### config.mk
export PLATFORM = sky130hd
export DESIGN_NAME = mc_ctrl_seq
export DESIGN_NICKNAME = d
export VERILOG_FILES = /design/src/rtl/mc_ctrl_seq.sv
export SDC_FILE = /design/constraint.sdc
export NUM_CORES = 1
export LEC_CHECK = 0
export CORE_MARGIN = 1.5
export CORE_UTILIZATION = 50
export DETAILED_ROUTE_END_ITERATION = 8
export GPL_TIMING_DRIVEN = 0
export PLACE_DENSITY = 0.86
export SLEW_MARGIN = 20
export SYNTH_ARGS = -nofsm -noshare
export SYNTH_HDL_FRONTEND = slang
export SYNTH_SLANG_ARGS = --single-unit
### constraint.sdc
create_clock -name clk -period 5.27 [get_ports clk]
set_input_delay 1.054 -clock clk [delete_from_list [all_inputs] [get_ports clk]]
set_output_delay 1.054 -clock clk [all_outputs]
set_load 0.05 [all_outputs]
### src/rtl/mc_ctrl_seq.sv
// mc_ctrl_seq: multicycle control sequencer for a MIPS-subset datapath.
// Encoded-state FSM plus a saturating per-state cycle counter; outputs decode the registered state.
module mc_ctrl_seq #(
  parameter int MEM_LAT = 2,
  parameter int MD_MAX  = 40
) (
  input  logic       clk,
  input  logic       reset,
  input  logic [5:0] OpCode,
  input  logic [5:0] Funct,
  input  logic       O,
  input  logic       Zero,
  input  logic       DivZero,
  input  logic       md_done,
  output logic [2:0] IorD,
  output logic       MemWR,
  output logic       IRWrite,
  output logic [1:0] RegDst,
  output logic       RegWR,
  output logic       WriteA,
  output logic       WriteB,
  output logic [1:0] AluSrcA,
  output logic [2:0] AluSrcB,
  output logic [2:0] AluOperation,
  output logic       AluOutWrite,
  output logic [2:0] MemToReg,
  output logic [2:0] PCSource,
  output logic       PCWrite,
  output logic       EPCWrite,
  output logic       md_start,
  output logic       md_sel,
  output logic [4:0] state_o
);

  typedef enum logic [4:0] {
    RST    = 5'd0,
    FETCH  = 5'd1,
    DECODE = 5'd2,
    EXR    = 5'd3,
    WBR    = 5'd4,
    EXI    = 5'd5,
    WBI    = 5'd6,
    MADDR  = 5'd7,
    MRD    = 5'd8,
    WBL    = 5'd9,
    MWR    = 5'd10,
    BR     = 5'd11,
    JMP    = 5'd12,
    MDW    = 5'd13,
    EXC    = 5'd14
  } state_t;

  localparam logic [5:0] OP_R     = 6'b000000;
  localparam logic [5:0] OP_ADDI  = 6'b001000;
  localparam logic [5:0] OP_ADDIU = 6'b001001;
  localparam logic [5:0] OP_LW    = 6'b100011;
  localparam logic [5:0] OP_SW    = 6'b101011;
  localparam logic [5:0] OP_BEQ   = 6'b000100;
  localparam logic [5:0] OP_BNE   = 6'b000101;
  localparam logic [5:0] OP_J     = 6'b000010;

  localparam logic [5:0] FN_ADD  = 6'b100000;
  localparam logic [5:0] FN_SUB  = 6'b100010;
  localparam logic [5:0] FN_AND  = 6'b100100;
  localparam logic [5:0] FN_MULT = 6'b011000;
  localparam logic [5:0] FN_DIV  = 6'b011010;

  localparam logic [1:0] CAUSE_OP   = 2'd0;
  localparam logic [1:0] CAUSE_OVF  = 2'd1;
  localparam logic [1:0] CAUSE_DIV0 = 2'd2;
  localparam logic [1:0] CAUSE_MDTO = 2'd3;

  localparam logic [7:0] LAT_LAST = 8'(MEM_LAT);
  localparam logic [7:0] MD_LAST  = 8'(MD_MAX);

  state_t     state;
  logic [7:0] cnt;
  logic [1:0] cause;

  logic is_r, is_add, is_sub, is_and, is_mult, is_div;
  logic is_addi, is_addiu, is_lw, is_sw, is_beq, is_bne, is_j;
  logic first_cyc, last_lat, div_trap;

  assign is_r      = (OpCode == OP_R);
  assign is_add    = is_r && (Funct == FN_ADD);
  assign is_sub    = is_r && (Funct == FN_SUB);
  assign is_and    = is_r && (Funct == FN_AND);
  assign is_mult   = is_r && (Funct == FN_MULT);
  assign is_div    = is_r && (Funct == FN_DIV);
  assign is_addi   = (OpCode == OP_ADDI);
  assign is_addiu  = (OpCode == OP_ADDIU);
  assign is_lw     = (OpCode == OP_LW);
  assign is_sw     = (OpCode == OP_SW);
  assign is_beq    = (OpCode == OP_BEQ);
  assign is_bne    = (OpCode == OP_BNE);
  assign is_j      = (OpCode == OP_J);

  assign first_cyc = (cnt == 8'd0);
  assign last_lat  = (cnt == LAT_LAST);
  // A divide by zero is only trapped on the MDW entry cycle, before md_start would fire.
  assign div_trap  = first_cyc && is_div && DivZero;

  always_ff @(posedge clk or posedge reset) begin
    if (reset) begin
      state <= RST;
      cnt   <= '0;
      cause <= CAUSE_OP;
    end else begin
      // NOTE: nonblocking only; the cnt <= '0 in a transition branch below is the last write and wins over this increment.
      if (cnt != 8'hFF) cnt <= cnt + 8'd1;
      case (state)
        RST: begin
          state <= FETCH;
          cnt   <= '0;
        end
        FETCH: begin
          if (last_lat) begin
            state <= DECODE;
            cnt   <= '0;
          end
        end
        DECODE: begin
          cnt <= '0;
          if (is_add || is_sub || is_and)  state <= EXR;
          else if (is_mult || is_div)      state <= MDW;
          else if (is_addi || is_addiu)    state <= EXI;
          else if (is_lw || is_sw)         state <= MADDR;
          else if (is_beq || is_bne)       state <= BR;
          else if (is_j)                   state <= JMP;
          else begin
            state <= EXC;
            cause <= CAUSE_OP;
          end
        end
        EXR: begin
          cnt <= '0;
          if (O && (is_add || is_sub)) begin
            state <= EXC;
            cause <= CAUSE_OVF;
          end else begin
            state <= WBR;
          end
        end
        EXI: begin
          cnt <= '0;
          if (O && is_addi) begin
            state <= EXC;
            cause <= CAUSE_OVF;
          end else begin
            state <= WBI;
          end
        end
        MADDR: begin
          cnt   <= '0;
          state <= is_lw ? MRD : MWR;
        end
        MRD: begin
          if (last_lat) begin
            state <= WBL;
            cnt   <= '0;
          end
        end
        MDW: begin
          if (div_trap) begin
            state <= EXC;
            cause <= CAUSE_DIV0;
            cnt   <= '0;
          end else if (md_done) begin
            state <= FETCH;
            cnt   <= '0;
          end else if (cnt == MD_LAST) begin
            state <= EXC;
            cause <= CAUSE_MDTO;
            cnt   <= '0;
          end
        end
        EXC: begin
          if (last_lat) begin
            state <= FETCH;
            cnt   <= '0;
          end
        end
        WBR, WBI, WBL, MWR, BR, JMP: begin
          state <= FETCH;
          cnt   <= '0;
        end
        default: begin
          state <= RST;
          cnt   <= '0;
        end
      endcase
    end
  end

  always_comb begin
    // NOTE: every output gets a default before the case so no path leaves one unassigned (no latches).
    IorD         = 3'b000;
    MemWR        = 1'b0;
    IRWrite      = 1'b0;
    RegDst       = 2'b00;
    RegWR        = 1'b0;
    WriteA       = 1'b0;
    WriteB       = 1'b0;
    AluSrcA      = 2'b00;
    AluSrcB      = 3'b000;
    AluOperation = 3'b000;
    AluOutWrite  = 1'b0;
    MemToReg     = 3'b000;
    PCSource     = 3'b000;
    PCWrite      = 1'b0;
    EPCWrite     = 1'b0;
    md_start     = 1'b0;
    md_sel       = 1'b0;
    case (state)
      FETCH: begin
        AluSrcB      = 3'b001;
        AluOperation = 3'b001;
        PCSource     = 3'b010;
        IRWrite      = last_lat;
        PCWrite      = last_lat;
      end
      DECODE: begin
        WriteA       = 1'b1;
        WriteB       = 1'b1;
        AluSrcB      = 3'b011;
        AluOperation = 3'b001;
        AluOutWrite  = 1'b1;
      end
      EXR: begin
        AluSrcA      = 2'b01;
        AluOutWrite  = 1'b1;
        if (is_sub)      AluOperation = 3'b010;
        else if (is_and) AluOperation = 3'b011;
        else             AluOperation = 3'b001;
      end
      WBR: begin
        RegDst = 2'b01;
        RegWR  = 1'b1;
      end
      EXI, MADDR: begin
        AluSrcA      = 2'b01;
        AluSrcB      = 3'b010;
        AluOperation = 3'b001;
        AluOutWrite  = 1'b1;
      end
      WBI: RegWR = 1'b1;
      MRD: IorD = 3'b001;
      WBL: begin
        MemToReg = 3'b001;
        RegWR    = 1'b1;
      end
      MWR: begin
        IorD  = 3'b001;
        MemWR = 1'b1;
      end
      BR: begin
        AluSrcA      = 2'b01;
        AluOperation = 3'b010;
        PCSource     = 3'b001;
        PCWrite      = is_beq ? Zero : !Zero;
      end
      JMP: begin
        PCSource = 3'b011;
        PCWrite  = 1'b1;
      end
      MDW: begin
        md_sel   = is_div;
        md_start = first_cyc && !div_trap;
      end
      EXC: begin
        // Vector-table slot per cause; the first cycle saves PC-4 into EPC.
        IorD     = 3'b010 + {1'b0, cause};
        MemToReg = 3'b010;
        if (first_cyc) begin
          EPCWrite     = 1'b1;
          AluSrcB      = 3'b001;
          AluOperation = 3'b010;
        end
        if (last_lat) begin
          PCSource = 3'b100;
          PCWrite  = 1'b1;
        end
      end
      default: ;
    endcase
  end

  assign state_o = state;

endmodule

==> impl_results.md, run 1 <==
* Status: finished, final reports clean
* Top cells by count, synth: nor2_1 (29), dfrtp_1 (14), nand2b_1 (13), nand2_1 (12)
* Syn Area/Cell at 7.78 sq um
* Reg-to-reg endpoint: cause[1]$_DFFE_PP0P_
* Hold bufs inserted after CTS at 0
* Port Buf Inserts at 44
* All-layer global routing usage at 0.248
* Site row count at 20
* FILL cells at 250
* Slew HR at 0.641
* Placed cells at 300
* Placeable core region at 3050 sq um
* Post-layout min period at 4.65 ns
* Slowest CP cell: clkdlybuf4s50_1
* Async set-or-reset flop fraction in the synthesized netlist at 1.00
* Post-CTS Setup Repair Bufs at 0
* Comb pwr share at 0.769
* Register-to-Register Path Depth at 6
* Clock share of power at 0.077
* Power Dens Cells at 474 nW/um^2
* Nets at 282
* Reg power frac at 0.154
* Netlist cell types at 63
* Synth area leader: dfrtp_1
* Starting DRT DRC Count at 108
* Worst reg2reg startpoint: cnt[2]$_DFF_PP0_
* Via/cell ratio at 5.49
* Hold Path End: cause[1]$_DFFE_PP0P_
* Worst-Margin Slew at 0.538 ns
* Initial antenna violation count at 0
* Routability cong. at 0.929
* Area delta synth->final at 34.2%
* Net Sw Frac at 0.555
* Placed inst area at 2120 sq um
* Finished Layout Cells at 304
* Clock latency on the worst-skew pair at 0.29 ns
* Worst setup SP type: input pin
* Max frequency at 0.215 GHz
* Via Count at 1669
* Clock Sinks at 14
* Pin count of the biggest net entering global routing at 15
* Post-synth top flop: dfrtp_1
* RSZ-0062 raised after global routing: no
* Finished Cell Area at 2160 sq um
* Post-synthesis sequential area ratio at 0.218
* Drt drc at 0
* Drt total wl at 4110 microns
* Max_cap viols at 0
* Max stage delay on crit path at 0.82 ns
* WP data arrival at 3.60 ns
* Worst Hold Depth at 1
* DRT Pass-1 Iters at 4
* H-tree depth at 1
* Top cells by area, synth: dfrtp_1 (22%), nor2_1 (6.8%), nand2b_1 (5.1%), buf_4 (3.3%), xor2_1 (3.3%)
* Design Power at 0.00102 W
* Final cycle utilization of the critical path at 0.882
* Most common cell in the netlist: nor2_1
* Setup_tns at 0 ns
* Vias in the first global route at 1529
* Critical path capture point type: output port
* VDD IR max at 250 uV
* Die ar. at 3570 sq um
* Post-DR wirelength/cell at 13.5 microns
* N_diodes at 0
* CP Class: input pin to output port
* Hold Slack at 0.521 ns
* Cells after synthesis at 207
* Global-route wire length before repair at 6900 microns
* Die W at 59.8 microns
* Synth Warn # at 0
* Max clock buf depth at 2
* Switching power at 0.000568 W
* Area share of the largest cell type after synthesis at 0.218
* Grt total ovfl at 0
* Req. time, crit path at 4.22 ns
* Post-route ant nets at 0
* Root Buffer: clkbuf_4
* #FFs+latches synth at 14
* Starting Density at 0.527
* Share of layout cells above drive strength 1 at 0.135
* Slew Viols, Final at 0
* Cts bufs inserted at 3
* Hold Crit Start: cause[1]$_DFFE_PP0P_
* Final Hold Vio Count at 0
* CP Max Fanout at 7
* # setup viols final at 0
* Top-Level Pins at 52
* Leakage power at 0.878 nW
* Detailed Place HPWL at 3230 microns
* Worst path cell trace: clkdlybuf4s50_1, or4b_1, nor3_1, xor2_1, nor2_1, o21ai_1, o21ai_0, clkdlybuf4s50_1
* DIE HEIGHT at 59.8 microns
* Min-delay worst type: flop to flop
* TritonCTS clock tree: yes
* Number of synthesized flops with an enable pin at 0
* Clk_skew at 0.00272 ns
* Worst-path clk slew at 0.09 ns
* Most frequent CP cell: clkdlybuf4s50_1
* Mapped cell area at 1610 sq um
* R2r setup slk at 3.20 ns
* Post-CTS sizing at 0
* Internal Power at 0.000456 W
## worst max-delay path, delay by kind of cell
kind | cells | cell delay (ns)
XOR/XNOR | 1 | 0.10
AND/OR/NAND/NOR | 3 | 0.90
AO/OA/AOI/OAI | 2 | 0.16
buffers and inverters | 2 | 1.38
## sequential cells by signal, indices dropped and copies added (netlist names)
name     flops
cause        2
state_o      4
cnt          8
## through the flow
| stage | setup WS, ns | utilization |
|---|---|---|
| floorplan | 1.53 | - |
| global placement | 0.629 | 0.696 |
| detailed placement | 0.602 | 0.696 |
| CTS | 0.605 | 0.708 |
| global route | 0.528 | 0.708 |
| finish | 0.620 | 0.708 |
## cells by family after synthesis
| kind of cell | count (synthesis) | share of synthesized area |
|---|---|---|
| simple gates | 108 | 0.408 |
| compound gates | 44 | 0.186 |
| buf+inv | 24 | 0.0839 |
| flops | 14 | 0.218 |
| xor+xnor | 8 | 0.0435 |
| mux | 5 | 0.0357 |
| fa+ha+maj | 3 | 0.0233 |
| other cells | 1 | 0.00233 |
## layout by cell type (no fill, tap or decap), types with 3 or more instances in the layout
cell,instances
clkdlybuf4s50_1,44
nor2_1,29
dfrtp_1,14
nand2b_1,13
nand2_1,12
a21oi_1,10
o21ai_0,10
nand3_1,9
inv_1,7
nand4_1,7
nor2b_1,7
buf_4,7
xor2_1,6
conb_1,6
nor3_1,4
and3_1,4
buf_2,3
and2_1,3
clkbuf_1,3
o21ai_1,3
ha_1,3
clkbuf_4,3
## cell type report
type	instances	area (sq um)	area share
buffer	16	105	0.0486
clock buffer	4	36.3	0.0168
inverter	8	30.0	0.0139
multi-input combinational	174	1140	0.529
sequential	14	350	0.162
tap	44	55.1	0.0255
timing repair buffer	44	440	0.204
## worst max path at each step
| stage | startpoint | endpoint | slack, ns |
|---|---|---|---|
| after floorplan | OpCode[2] | AluOperation[1] | 1.53 |
| after global placement | OpCode[1] | PCWrite | 0.63 |
| after detailed placement | OpCode[1] | PCWrite | 0.60 |
| after CTS | OpCode[1] | PCWrite | 0.60 |
| after global routing | OpCode[1] | PCWrite | 0.53 |
| final | OpCode[1] | PCWrite | 0.62 |
## routing by layer
layer	vias to the layer above	global-route usage	wire [microns]
li1	842	-	-
met1	753	0.342	1880
met2	70	0.402	1920
met3	4	0.0455	264
met4	0	0.0603	46
met5	-	0	0
## power groups by stage
stage | Sequential [W] | Combinational (W) | Clock, W
global placement | 0.000158 | 0.000771 | 0
finish | 0.000158 | 0.000787 | 0.0000792
global route | 0.000161 | 0.000840 | 0.0000827
floorplan | 0.000197 | 0.000522 | 0
CTS | 0.000157 | 0.000783 | 0.0000809
detailed placement | 0.000160 | 0.000779 | 0
Note: power is estimated with default switching activity, not from simulation.
==> inputs of run 2 (changes only) <==
--- a/config.mk
+++ b/config.mk
@@ -5,8 +5,9 @@
 export SDC_FILE = /design/constraint.sdc
 export NUM_CORES = 1
 export LEC_CHECK = 0
+export ABC_AREA = 1
 export CORE_MARGIN = 1.5
-export CORE_UTILIZATION = 50
+export CORE_UTILIZATION = 49
 export DETAILED_ROUTE_END_ITERATION = 8
 export GPL_TIMING_DRIVEN = 0
 export PLACE_DENSITY = 0.86
==> impl_results.md, run 2 <==
* Hold bufs inserted after CTS at 0
* Drt drc at 2
* Status: finished with violations
* Drt total wl at 3740 microns
* Clock Sinks at 14
* Initial antenna violation count at 0
* Setup_tns at 0 ns
* FILL cells at 261
* # setup viols final at 0
* CP bufs+invs at 3
* Clk_skew at 0.00113 ns
* Mapped cell area at 1470 sq um
* Netlist cell types at 26
* Most frequent CP cell: clkdlybuf4s50_1
* Area delta synth->final at 37.1%
* Grt total ovfl at 0
* Leakage power at 0.967 nW
* Slowest CP cell: clkdlybuf4s50_1
* Post-layout min period at 4.24 ns
* Cells after synthesis at 250
* Post-CTS sizing at 0
* Failing checks: DRC
* Max stage delay on crit path at 0.80 ns
* Placed inst area at 1980 sq um
* Power Dens Cells at 449 nW/um^2
* Nets at 326
* #FFs+latches synth at 14
* Largest delay share family, worst path: buffers and inverters
* Starting DRT DRC Count at 77
* Max frequency at 0.236 GHz
* Worst setup SP type: input pin
* Root Buffer: clkbuf_4
* Top cells by area, synth: dfrtp_1 (24%), nor2_1 (14%), nand2_1 (14%), inv_1 (9.2%), nand3_1 (9.2%)
* Port Buf Inserts at 45
* Pin count of the biggest net entering global routing at 15
* Routability cong. at 0.900
* Via/cell ratio at 5.11
* DIE HEIGHT at 57.8 microns
* Worst path cell trace: clkdlybuf4s50_1, nor2_2, nand3_2, inv_1, nand4_1, o21ai_0, nand2_1, nand3_1, clkdlybuf4s50_1
* Critical path capture point type: output port
* Fin worst setup slack at 1.03 ns
* Via Count at 1711
* Synth Warn # at 0
* Post-synthesis sequential area ratio at 0.239
* Finished Cell Area at 2010 sq um
* Post-DR wirelength/cell at 11.2 microns
* Compound-cell area share of the yosys netlist at 0.0741
* Synth Area in XOR/XNOR at 0.0239
* Die ar. at 3340 sq um
* VDD IR max at 286 uV
* Commonest non-fill, non-tap cell in the layout: nor2_1
* Async set-or-reset flop fraction in the synthesized netlist at 1.00
* Max clock buf depth at 2
* Post-synth top flop: dfrtp_1
* Detailed Place HPWL at 3040 microns
* Req. time, crit path at 4.22 ns
* Global-route wire length before repair at 6310 microns
* CP Max Fanout at 7
* Multiplexer share of the synthesized area at 0
* CP Class: input pin to output port
* H-tree depth at 1
* Clock latency on the worst-skew pair at 0.28 ns
* RSZ-0062 raised after global routing: no
* Share of layout cells above drive strength 1 at 0.0855
* DRT Pass-1 Iters at 7
* Slew Viols, Final at 0
* Storage element area at 350 sq um
* Min-delay worst type: flop to flop
* Slew HR at 0.647
* Largest register by flop count: cnt
* Die W at 57.8 microns
* Number of synthesized flops with an enable pin at 0
* Placeable core region at 2810 sq um
* Cts bufs inserted at 3
* Final Hold Vio Count at 0
* Most common cell in the netlist: nor2_1
* Max_cap viols at 0
* Final cycle utilization of the critical path at 0.804
* Syn Area/Cell at 5.88 sq um
* All-layer global routing usage at 0.235
* Worst-path clk slew at 0.08 ns
* Simple-gate share of the synthesized area at 0.490
* Synth Area in Adders at 0.0256
* DP Worst Slack at 1.07 ns
* Max reg flops at 8
* Main combinational cell family by area after synthesis: simple AND/OR/NAND/NOR gates
* WP data arrival at 3.18 ns
* Area of the multi-input gates at 923 sq um
* Vias in the first global route at 1443
* Most frequent cells in the layout: nor2_1 (55), nand2_1 (53), clkdlybuf4s50_1 (45)
* Worst-Margin Slew at 0.529 ns
* Post-route ant nets at 0
* TritonCTS clock tree: yes
* Post-CTS Setup Repair Bufs at 0
* Site row count at 19
* N_diodes at 0
* Synth area leader: dfrtp_1
* Area share of the largest cell type after synthesis at 0.239
* Hold Slack at 0.510 ns
* Top cells by count, synth: nor2_1 (55), nand2_1 (53), inv_1 (36), nand3_1 (27), dfrtp_1 (14)
* Starting Density at 0.524
* Top-Level Pins at 52
## run 2: changes by cell type after synthesis, moves of 5 or more
cell and delta:
nor2_1 +26, nor2b_1 -7, nand3_1 +18, inv_1 +29, nand2b_1 -13, nor2_2 +5
nand2_1 +41
## run 2: logic make-up (layout without fill, tap and decap cells)
| logic type | count (synthesis) | after routing |
|---|---|---|
| buffers and inverters | 47 | 96 |
| AOI/OAI and AO/OA | 20 | 20 |
| xor gates and xnor gates | 4 | 4 |
| and+or+nand+nor | 161 | 161 |
| adders and majority gates | 3 | 3 |
| DFF | 14 | 14 |
| other | 1 | 6 |
## run 2: worst reg2reg max path, stage by stage (launching register included)
cell and delay [ns]:
dfrtp_1 0.40, inv_1 0.12, ha_1 0.19, nand2_1 0.09, nor3_1 0.18, nand2_1 0.15, nand4_1 0.14, nand2_2 0.09
inv_2 0.08, buf_6 0.14, a21oi_1 0.05
## run 2: final timing paths
path	from	end	slack [ns]	depth (start not counted)
max reg2reg	cnt[0]$_DFF_PP0_	cnt[7]$_DFF_PP0_	3.54	10
min in group asynchronous	reset	cnt[3]$_DFF_PP0_	1.11	2
min reg2reg	cause[1]$_DFFE_PP0P_	cause[1]$_DFFE_PP0P_	0.51	2
max	OpCode[3]	AluOperation[1]	1.03	9
max in group asynchronous	reset	cnt[4]$_DFF_PP0_	3.81	2
min	cause[1]$_DFFE_PP0P_	cause[1]$_DFFE_PP0P_	0.51	2
## run 2: power by group
group	switching [W]	internal, W
clock network	0.0000352	0.0000420
logic	0.000453	0.000217
registers	0.0000262	0.000131
total	0.000514	0.000389
## run 2: metal layers
| metal | global-route usage | vias to the layer above | wire length, microns |
|---|---|---|---|
| met4 | 0.0266 | 0 | 0 |
| met1 | 0.352 | 752 | 1780 |
| met3 | 0.0424 | 0 | 253 |
| met2 | 0.365 | 65 | 1710 |
| li1 | - | 894 | - |
| met5 | 0 | - | 0 |
## run 2: metrics by stage
stage	total power, W	util	instances
2_1_floorplan	0.000634	-	255
6_report	0.000904	0.718	335
5_1_grt	0.000969	0.718	335
3_5_place_dp	0.000825	0.705	331
3_3_place_gp	0.000821	0.705	331
4_1_cts	0.000903	0.718	335
## run 2: cell type report
cell class,instances,area share
buffer,9,0.0354
inverter,38,0.0709
clock buffer,4,0.0180
sequential,14,0.174
multi-input combinational,194,0.459
timing repair buffer,45,0.224
tap,31,0.0193
==> inputs of run 3 (changes only) <==
--- a/config.mk
+++ b/config.mk
@@ -7,10 +7,10 @@
 export LEC_CHECK = 0
 export ABC_AREA = 1
 export CORE_MARGIN = 1.5
-export CORE_UTILIZATION = 49
+export CORE_UTILIZATION = 45
 export DETAILED_ROUTE_END_ITERATION = 8
 export GPL_TIMING_DRIVEN = 0
-export PLACE_DENSITY = 0.86
+export PLACE_DENSITY = 0.8
 export SLEW_MARGIN = 20
 export SYNTH_ARGS = -nofsm -noshare
 export SYNTH_HDL_FRONTEND = slang
==> constraint.sdc (replaced) <==
create_clock -name clk -period 4.15 [get_ports clk]
set_input_delay 0.83 -clock clk [delete_from_list [all_inputs] [get_ports clk]]
set_output_delay 0.83 -clock clk [all_outputs]
set_load 0.05 [all_outputs]
==> impl_results.md, run 3 (same netlist as run 2, synthesis figures left out) <==
* Commonest non-fill, non-tap cell in the layout: nor2_1
* Max reg flops at 8
* Root Buffer: clkbuf_4
* Die ar. at 3620 sq um
* Max stage delay on crit path at 0.81 ns
* Drt total wl at 3820 microns
* Die W at 60.1 microns
* Leakage power at 0.967 nW
* Max_cap viols at 0
* Internal Power at 0.000495 W
* H-tree depth at 1
* Slew Viols, Final at 0
* Starting Density at 0.477
* Clock latency on the worst-skew pair at 0.28 ns
* Clock Sinks at 14
* Top-Level Pins at 52
* Worst path cell trace: clkdlybuf4s50_1, nor2_2, nand3_2, inv_1, nand4_1, o21ai_0, nand2_1, nand3_1, clkdlybuf4s50_1
* Placeable core region at 3080 sq um
* Via Count at 1732
* Drt drc at 0
* Worst reg2reg startpoint: cnt[0]$_DFF_PP0_
* Area delta synth->final at 38.2%
* Req. time, crit path at 3.32 ns
* Comb pwr share at 0.740
* All-layer global routing usage at 0.228
* Max frequency at 0.264 GHz
* Hold bufs inserted after CTS at 0
* Detailed Place HPWL at 3180 microns
* Port Buf Inserts at 45
* Reg power frac at 0.175
* CP bufs+invs at 3
* Pin count of the biggest net entering global routing at 15
* Vias in the first global route at 1463
* Worst-Margin Slew at 0.528 ns
* Clk_skew at 0.00142 ns
* Worst setup SP type: input pin
* # setup viols final at 0
* Initial antenna violation count at 0
* Routability cong. at 0.909
* Power Dens Cells at 566 nW/um^2
* Clock share of power at 0.084
* Hold Crit Start: cause[0]$_DFFE_PP0P_
* Grt total ovfl at 0
* Critical path capture point type: output port
* Global-route wire length before repair at 6410 microns
* Post-DR wirelength/cell at 11.0 microns
* Share of layout cells above drive strength 1 at 0.0855
* Final Hold Vio Count at 0
* Post-CTS sizing at 0
* Worst-path clk slew at 0.08 ns
* FILL cells at 315
* Design Power at 0.00115 W
* Most frequent CP cell: clkdlybuf4s50_1
* Status: finished, final reports clean
* Final cycle utilization of the critical path at 0.912
* Post-CTS Setup Repair Bufs at 0
* Site row count at 20
* Most frequent cells in the layout: nor2_1 (55), nand2_1 (53), clkdlybuf4s50_1 (45)
* CP Class: input pin to output port
* Post-route ant nets at 0
* Cts bufs inserted at 3
* Min-delay worst type: flop to flop
* TritonCTS clock tree: yes
* Slowest CP cell: clkdlybuf4s50_1
* VDD IR max at 332 uV
* RSZ-0062 raised after global routing: no
* DIE HEIGHT at 60.1 microns
* Slew HR at 0.647
* Largest register by flop count: cnt
* Max clock buf depth at 2
* Nets at 326
* Net Sw Frac at 0.569
* WP data arrival at 2.96 ns
* Crit path from: OpCode[3]
* CP Max Fanout at 7
* Switching power at 0.000653 W
* Starting DRT DRC Count at 121
* Setup_tns at 0 ns
* Post-layout util at 0.659
* N_diodes at 0
* Post-layout min period at 3.79 ns
* Via/cell ratio at 4.98
* Largest delay share family, worst path: buffers and inverters
* DRT Pass-1 Iters at 4
==> run 3: worst min-delay path: stages (launching register included) <==
cell	delay, ns
dfrtp_1	0.37
nand2_1	0.06
nand2_1	0.05
==> run 3: routing by layer <==
layer	wire [microns]	up-vias	GRT usage
met4	0	0	0.0159
met1	1820	789	0.330
met3	202	0	0.0455
met2	1790	51	0.362
met5	0	-	0
li1	-	892	-
==> run 3: per-stage QoR <==
stage               hold slack [ns]  instance area, sq um  worst slack, ns  cells
finish                        0.506                  2030            0.364    348
global route                  0.545                  2030            0.151    348
CTS                           0.517                  2030            0.373    348
detailed placement            0.497                  1990            0.382    344
global placement              0.486                  1990            0.409    344
floorplan                     0.442                  1490            0.532    255
==> run 3: area by class of cell <==
type / count / area, sq um / share of cell area
Timing Repair Buffer: 45 / 450 / 0.222
Clock buffer: 4 / 36.3 / 0.0179
Multi-Input combinational cell: 194 / 923 / 0.455
Sequential cell: 14 / 350 / 0.173
Inverter: 38 / 143 / 0.0703
Tap cell: 44 / 55.1 / 0.0271
Buffer: 9 / 71.3 / 0.0351
==> run 3: power by group through the flow <==
stage                     clock network, W  logic [W]  registers, W
after global placement                   0   0.000844      0.000202
final                            0.0000967   0.000850      0.000201
after CTS                         0.000101   0.000854      0.000201
after floorplan                          0   0.000561      0.000244
after global routing              0.000105   0.000917      0.000205
after detailed placement                 0   0.000852      0.000204
==> run 3: final timing paths <==
path	endpoint	slack (ns)	cells after the start
max	AluOperation[1]	0.36	9
min	cause[0]$_DFFE_PP0P_	0.51	2
max reg2reg	cnt[7]$_DFF_PP0_	2.42	10
min reg2reg	cause[0]$_DFFE_PP0P_	0.51	2
max in group asynchronous	cnt[3]$_DFF_PP0_	2.92	2
min in group asynchronous	cnt[5]$_DFF_PP0_	0.89	2
